## config.mk

```make
export PLATFORM = sky130hd
export DESIGN_NAME = nacifra_fifo_flat
export DESIGN_NICKNAME = d
export VERILOG_FILES = /design/src/rtl/nacifra_fifo_if.sv /design/src/rtl/nacifra_fifo.sv /design/src/flat_wrapper.sv
export SDC_FILE = /design/constraint.sdc
export NUM_CORES = 1
export LEC_CHECK = 0
export CAP_MARGIN = 25
export CORE_MARGIN = 10
export CORE_UTILIZATION = 53
export CTS_BUF_LIST = sky130_fd_sc_hd__clkbuf_2
export CTS_CLUSTER_DIAMETER = 200
export DETAILED_ROUTE_END_ITERATION = 10
export PLACE_DENSITY_LB_ADDON = 0.1
export SLEW_MARGIN = 10
export SYNTH_ARGS = -nofsm -noshare
export SYNTH_HDL_FRONTEND = slang
export SYNTH_SLANG_ARGS = --single-unit
```

## constraint.sdc

```tcl
create_clock -name clk -period 2.6 [get_ports clk]
set_clock_uncertainty 0.15 [all_clocks]
set_input_delay 0.52 -clock clk [delete_from_list [all_inputs] [get_ports clk]]
set_output_delay 0.52 -clock clk [all_outputs]
set_load 0.02 [all_outputs]
```

## src/rtl/nacifra_fifo_if.sv

```systemverilog
// Consumer-side stream of queued cipher codes.
// The FIFO drives code/valid; the consumer answers with ready.
interface nacifra_fifo_if #(
  parameter int W = 5
);
  logic [W-1:0] code;
  logic         valid;
  logic         ready;

  modport master (
    output code,
    output valid,
    input  ready
  );

  modport slave (
    input  code,
    input  valid,
    output ready
  );
endinterface

```

## src/rtl/nacifra_fifo.sv

```systemverilog
// Cipher-code capture stage: syncs the encoder strobe, drops error codes,
// and queues valid codes in a first-word-fall-through FIFO.
module nacifra_fifo #(
  parameter int         DEPTH    = 8,
  parameter logic [4:0] ERR_CODE = 5'd14,
  parameter int         ERR_W    = 8
) (
  input  logic                     clk,
  input  logic                     reset_n,
  input  logic [4:0]               code_in,
  input  logic                     code_rdy,
  nacifra_fifo_if.master           out,
  output logic [$clog2(DEPTH):0]   count,
  output logic                     full,
  output logic                     empty,
  output logic [ERR_W-1:0]         err_cnt,
  output logic                     overflow,
  input  logic                     clr_flags
);

  localparam int AW = $clog2(DEPTH);
  localparam int CW = AW + 1;
  localparam logic [CW-1:0] DEPTH_C = CW'(DEPTH);

  logic [2:0]    rdy_sync;
  logic          rdy_rise;
  logic          cap_vld;
  logic [4:0]    cap_code;
  logic          is_err;
  logic          req;
  logic          push;
  logic          pop;
  logic [AW-1:0] wr_ptr;
  logic [AW-1:0] rd_ptr;
  logic [4:0]    mem [DEPTH];

  // [0],[1] form the synchroniser; [2] is the edge-detect history
  always_ff @(posedge clk or negedge reset_n) begin
    if (!reset_n) begin
      rdy_sync <= '0;
    end else begin
      rdy_sync <= {rdy_sync[1:0], code_rdy};
    end
  end

  assign rdy_rise = rdy_sync[1] & ~rdy_sync[2];

  always_ff @(posedge clk or negedge reset_n) begin
    if (!reset_n) begin
      cap_vld  <= 1'b0;
      cap_code <= '0;
    end else begin
      cap_vld <= rdy_rise;
      if (rdy_rise) begin
        cap_code <= code_in;
      end
    end
  end

  assign is_err = cap_vld & (cap_code == ERR_CODE);
  assign req    = cap_vld & ~is_err;
  assign pop    = out.valid & out.ready;
  assign push   = req & (~full | pop);

  always_ff @(posedge clk) begin
    if (push) begin
      mem[wr_ptr] <= cap_code;
    end
  end

  always_ff @(posedge clk or negedge reset_n) begin
    if (!reset_n) begin
      wr_ptr <= '0;
      rd_ptr <= '0;
    end else begin
      if (push) begin
        wr_ptr <= wr_ptr + AW'(1);
      end
      if (pop) begin
        rd_ptr <= rd_ptr + AW'(1);
      end
    end
  end

  always_ff @(posedge clk or negedge reset_n) begin
    if (!reset_n) begin
      count <= '0;
    end else begin
      unique case (1'b1)
        push & ~pop: count <= count + CW'(1);
        pop & ~push: count <= count - CW'(1);
        default:     count <= count;
      endcase
    end
  end

  assign full      = (count == DEPTH_C);
  assign empty     = (count == '0);
  assign out.valid = ~empty;
  assign out.code  = out.valid ? mem[rd_ptr] : 5'd0;

  // clear takes priority over a same-cycle drop or error
  always_ff @(posedge clk or negedge reset_n) begin
    if (!reset_n) begin
      overflow <= 1'b0;
    end else if (clr_flags) begin
      overflow <= 1'b0;
    end else if (req & full & ~pop) begin
      overflow <= 1'b1;
    end
  end

  always_ff @(posedge clk or negedge reset_n) begin
    if (!reset_n) begin
      err_cnt <= '0;
    end else if (clr_flags) begin
      err_cnt <= '0;
    end else if (is_err & ~(&err_cnt)) begin
      err_cnt <= err_cnt + ERR_W'(1);
    end
  end

endmodule

```

## src/flat_wrapper.sv

```systemverilog
// flat-port wrapper written by rule: the top's interface ports become plain ports
module nacifra_fifo_flat 
#(
  parameter int         DEPTH    = 8,
  parameter logic [4:0] ERR_CODE = 5'd14,
  parameter int         ERR_W    = 8
)
  (clk, reset_n, code_in, code_rdy, count, full, empty, err_cnt, overflow, clr_flags, out_code, out_valid, out_ready);
  nacifra_fifo_if out_i ();
  input  logic clk;
  input  logic reset_n;
  input  logic [4:0] code_in;
  input  logic code_rdy;
  output logic [$clog2(DEPTH):0] count;
  output logic full;
  output logic empty;
  output logic [ERR_W-1:0] err_cnt;
  output logic overflow;
  input  logic clr_flags;
  output wire logic [$bits(out_i.code)-1:0] out_code;
  output wire logic [$bits(out_i.valid)-1:0] out_valid;
  input wire logic [$bits(out_i.ready)-1:0] out_ready;
  assign out_code = out_i.code;
  assign out_valid = out_i.valid;
  assign out_i.ready = out_ready;
  nacifra_fifo #(.DEPTH(DEPTH), .ERR_CODE(ERR_CODE), .ERR_W(ERR_W)) u_core (.clk(clk), .reset_n(reset_n), .code_in(code_in), .code_rdy(code_rdy), .out(out_i), .count(count), .full(full), .empty(empty), .err_cnt(err_cnt), .overflow(overflow), .clr_flags(clr_flags));
endmodule
```

Word-level counts from Yosys, hierarchy flattened. Memories as Yosys holds them, arrays and structs flattened. Cells that the tools add are included. W data, S select, Z words.

$add $sub $neg: 5. Equal/unequal tests: 2. Mux-type cells: 8. Bitwise gates (word level): 18. Reduce and logical (&&, ||, !) cells: 5.

Operators with widths (count): $mux W8 (2); $and A1 B1 Y1 (10); $add A8 B1 Y8 const B (1); $pmux W4 S2 (1); $reduce_and A8 Y1 (1); $not A1 Y1 (7); $add A3 B1 Y3 const B (2); $reduce_bool A2 Y1 (3); $eq A5 B4 Y1 const B (1); $mux W5 (1); $add A4 B1 Y4 const B (1); $eq A4 B4 Y1 const B (1); $logic_not A4 Y1 (1); $mux W1 (4); $sub A4 B1 Y4 const B (1); $or A1 B1 Y1 (1).

Flip-flop bits (word level): 28. Bits in writable memories: 40. Output and inout bits: 21. Memories kept: 1.

Memory list: u_core.mem (words 8, width 5, read ports 1, clocked after memory_dff 0, wr ports 1, RTL line nacifra_fifo.sv:35) `logic [4:0] mem [DEPTH];`.

Logic depth before layout (Yosys ltp).
Depth in word-level cells: 8. Gate-level depth with buffers: 9. Gate-level depth less buffers: 9.

Worst setup path before layout. Ideal clock, no wire load.

Path kind: reg-to-reg. From: reg u_core.count[1]. To: reg u_core.count[3]. Data arrival time: 2363 ps. Data required time: 2363 ps. Slack: 0 ps. Stages on the path, launching flop included: 10. Buffers on the path: 1. Period minus slack after synthesis: 2600 ps. Cell sequence: dfrtp_1 -> or4_4 -> buf_6 -> nand3_1 -> inv_1 -> ha_1 -> a21o_1 -> a2111oi_0 -> mux2i_1 -> o211ai_1.

Word-level cells in the longest chain between the ends: 8. Elaborated cells on any way between the ends: 15. Classes of those cells: 2 x add/sub; 1 x eq/ne; 1 x mux; 9 x bitwise; 2 x reduce/logical.

RTL lines: start: declaration (RTL line nacifra_fifo.sv:13) `output logic [$clog2(DEPTH):0] count,`; start signal: assignment (RTL line nacifra_fifo.sv:90) `push & ~pop: count <= count + CW'(1);`; start signal: assignment (RTL line nacifra_fifo.sv:91) `pop & ~push: count <= count - CW'(1);`; start signal: assignment (RTL line nacifra_fifo.sv:92) `default: count <= count;`; $logic_not A4 Y1 * (RTL line nacifra_fifo.sv:98) `assign empty = (count == '0);`; $not A1 Y1 * (RTL line nacifra_fifo.sv:99) `assign out.valid = ~empty;`; named net out_valid (RTL line flat_wrapper.sv:21) `output wire logic [$bits(out_i.valid)-1:0] out_valid;`; $and A1 B1 Y1 * (RTL line nacifra_fifo.sv:62) `assign pop = out.valid & out.ready;`; $or A1 B1 Y1 (RTL line nacifra_fifo.sv:63) `assign push = req & (~full | pop);`; $and A1 B1 Y1 (RTL line nacifra_fifo.sv:63); $not A1 Y1 (RTL line nacifra_fifo.sv:91); $and A1 B1 Y1 (RTL line nacifra_fifo.sv:91); $pmux W4 S2 or $reduce_bool A2 Y1 (tied branches).

Mark *: on every way through the listed nets, which the timed path passes. The rest lies on a longest branch. A chain may end at the register's enable or synchronous reset.

Worst setup path after layout.
From: reg u_core.rd_ptr[0]. To: out out_code[4].

Word-level cells in the longest chain between the ends: 2.

RTL lines: start: declaration (RTL line nacifra_fifo.sv:34) `logic [AW-1:0] rd_ptr;`; start signal: assignment (RTL line nacifra_fifo.sv:80) `rd_ptr <= rd_ptr + AW'(1);`; $mem_v2 Z8 W5; $mux W5 (RTL line nacifra_fifo.sv:100) `assign out.code = out.valid ? mem[rd_ptr] : 5'd0;`; end: declaration (RTL line flat_wrapper.sv:20) `output wire logic [$bits(out_i.code)-1:0] out_code;`.

Every way passes these cells.

==> metrics.txt <==
status finished, violations left; failing checks negative setup slack; cell family with most CP delay multiplexers; initial core utilization 54.95%; final hold violations 0; Cell Area, Synth 3044 um^2; sequential share of the synthesized area 62.47%; critical path's slowest cell mux4_2; Via Count 1906; Clock Sinks 68; Switching Fraction 33.33%; Total Routing Usage GR 14.39%; Die ar. 9175 um^2; routed vias/inst 5.622; Boundary Pins 31; synth unique cells 49; routability cong. 0.8478; R2R Path Start u_core.count[1]; Die Span X 95.79 um; hpwl dp 4383 um; CP Capture Type output pin; largest net degree at the start of global routing 29; Worst Reg-to-Reg Cells 8; Yosys Warn Count 0; Worst-Skew Late Latency 0.48 ns; top cell type by total area after synthesis edfxtp_1; # port buffers 30; H-tree depth 3; max-slew violations 0; synthesized area per cell 14.71 um^2; First-pass DRT Iterations 4; clock share of power 21.7%; initial antenna violation count 0; slew margin rel. 59.08%; Post-Route WL 6103 um; top cells by count, synth 40 x edfxtp_1, 28 x dfrtp_1, 15 x nor2_1; unrepaired setup endpoints after global routing true; # DRC 0; Worst Max-Slew Pin Slew 0.6082 ns; Syn Inst Count 207; main area contributors after synthesis edfxtp_1 39%, dfrtp_1 23%, mux4_2 7.4%, mux2_2 2.6%, ha_1 2.1%; critical path class flop to output pin; nets 278; fin worst setup slack -0.05210 ns; Final min period 2.652 ns; ys async rst share 41.18%; number of synthesized register bits 68; met3 Use GR 3.969%; ys flop type edfxtp_1; Initial DRC Count 101; area delta synth->final 22.56%; FF-to-FF setup slack 0.14 ns; gr busiest metal met2; final setup violation count 5; layout cells sized above 1 27.72%; Hold-fix buffers, CTS 0; CP max stage delay 0.52 ns; reg2reg end u_core.count[3]; GRT overflow 0; internal power 0.002434 W; critical-path cell list buf_12 > mux4_2 > mux2i_2 > nor2_1 > buf_2; CTS Root Buffer Type clkbuf_2; CP bufs+invs 2; Final Util 67.34%; CP Data Required Time 1.93 ns; Hold Crit Class primary input to async pin; CTS tree built; logic gate share of total power 38.0%; Leak 1.473 nW; critical path depth 5; Synth top area share 39.46%; dpl ws 0.09418 ns; FP Rows 27; Post-Route Setup TNS -0.1673 ns; die span in y 95.79 um; FILL cells 403; CP max FO 6; vias in the first global route 2068; first-pass GRT wire length 10070 um; switching power 0.001217 W; routing usage on met2 24.38%; Final period util 102.0%; Max Clk Rate 377.1 MHz; Reg power frac 40.3%; CP Data Arrival Time 1.98 ns; startpoint types flop; per-cell routed wire length 18.00 um; Max VDD drop 613.9 uV; CTS clk-pin slew, worst paths 0.21 ns; synthesized net count 223; number of flops mapped to enable cells by yosys 40; CTS buffer count 9; # diodes 0; MaxCap Viol Count 0; count leader, synth edfxtp_1; Hold WS 0.2236 ns; clock buffer depth 2; pwr dens 978.6 nW/um^2; core area 5540 um^2; Post-DRT Antenna Nets 0; routing usage on met1 16.36%
-- worst max-delay path by stage --
stage | startpoint | endpoint | slack, ns
after floorplan | u_core.count[1] | u_core.count[3] | 0.0002
after global placement | u_core.rd_ptr[0] | out_code[2] | 0.15
after detailed placement | u_core.count[3] | u_core.count[3] | 0.09
after CTS | u_core.rd_ptr[0] | out_code[4] | -0.14
after global routing | u_core.rd_ptr[0] | out_code[4] | -0.16
final | u_core.rd_ptr[0] | out_code[4] | -0.05
-- power by group through the flow --
stage | logic [W] | clock network [W] | registers, W
2_1_floorplan | 0.000855 | 0 | 0.00148
3_3_place_gp | 0.00132 | 0 | 0.00147
3_5_place_dp | 0.00137 | 0 | 0.00149
4_1_cts | 0.00140 | 0.000803 | 0.00147
5_1_grt | 0.00151 | 0.000856 | 0.00149
6_report | 0.00139 | 0.000792 | 0.00147
-- timing repair --
| action | in CTS | in global routing |
|---|---|---|
| gates resized for setup | 33 | 9 |
| setup buffers | 2 | 0 |
| pin swaps | 1 | 2 |
| gates cloned | 1 | 0 |
| setup endpoints to repair | 8 | 6 |
-- cells by family after synthesis --
family                   share of synthesized area (%)
flip-flops                                       62.47
AND/OR/NAND/NOR                                  12.41
AO/OA/AOI/OAI                                    5.425
multiplexers                                     12.70
buffers and inverters                            2.548
XOR/XNOR                                         1.726
adder cells (fa/ha/maj)                          2.713
-- per-stage QoR --
stage / instances / power (W) / area, um^2
after global routing: 339 / 0.003860 / 3731
after CTS: 340 / 0.003674 / 3735
after global placement: 321 / 0.002788 / 3553
after detailed placement: 321 / 0.002861 / 3553
after floorplan: 207 / 0.002331 / 3044
final: 339 / 0.003651 / 3731
-- final cells by class --
cell class	instances	area (um^2)	area share, %
Sequential cell	68	1904	51.04
Clock inverter	7	113.9	3.052
Timing Repair Buffer	52	464.2	12.44
Clock buffer	9	45.04	1.207
Inverter	9	33.78	0.9054
Multi-Input combinational cell	122	1080	28.94
Tap cell	72	90.09	2.414
-- state kept, by name (all words and copies together) (netlist names) --
| name | flops |
|---|---|
| u_core.wr_ptr | 3 |
| u_core.cap_vld | 1 |
| u_core.cap_code | 5 |
| u_core.overflow | 1 |
| u_core.count | 4 |
| u_core.rdy_sync | 3 |
| u_core.rd_ptr | 3 |
| u_core.mem | 40 |
| u_core.err_cnt | 8 |
-- layer usage --
layer | wire length (um) | vias up
met5 | 0 | -
met4 | 104 | 0
met3 | 325 | 12
met2 | 3110 | 49
met1 | 2563 | 954
li1 | - | 891
-- cells in the final DEF, fill, tap and decap left out, drive strengths merged, types with 7 or more instances in the layout --
master         synthesis  routed
a21oi                  7       7
buf                    5      29
clkbuf                 3       9
clkdlybuf4s50          0      22
dfrtp                 28      28
edfxtp                40      40
inv                    9      10
mux2                   7       7
mux2i                  7       7
mux4                  10      10
nand3                  8       8
nor2                  16      16
nor3                   8       8
(Power assumes the default switching activity.)
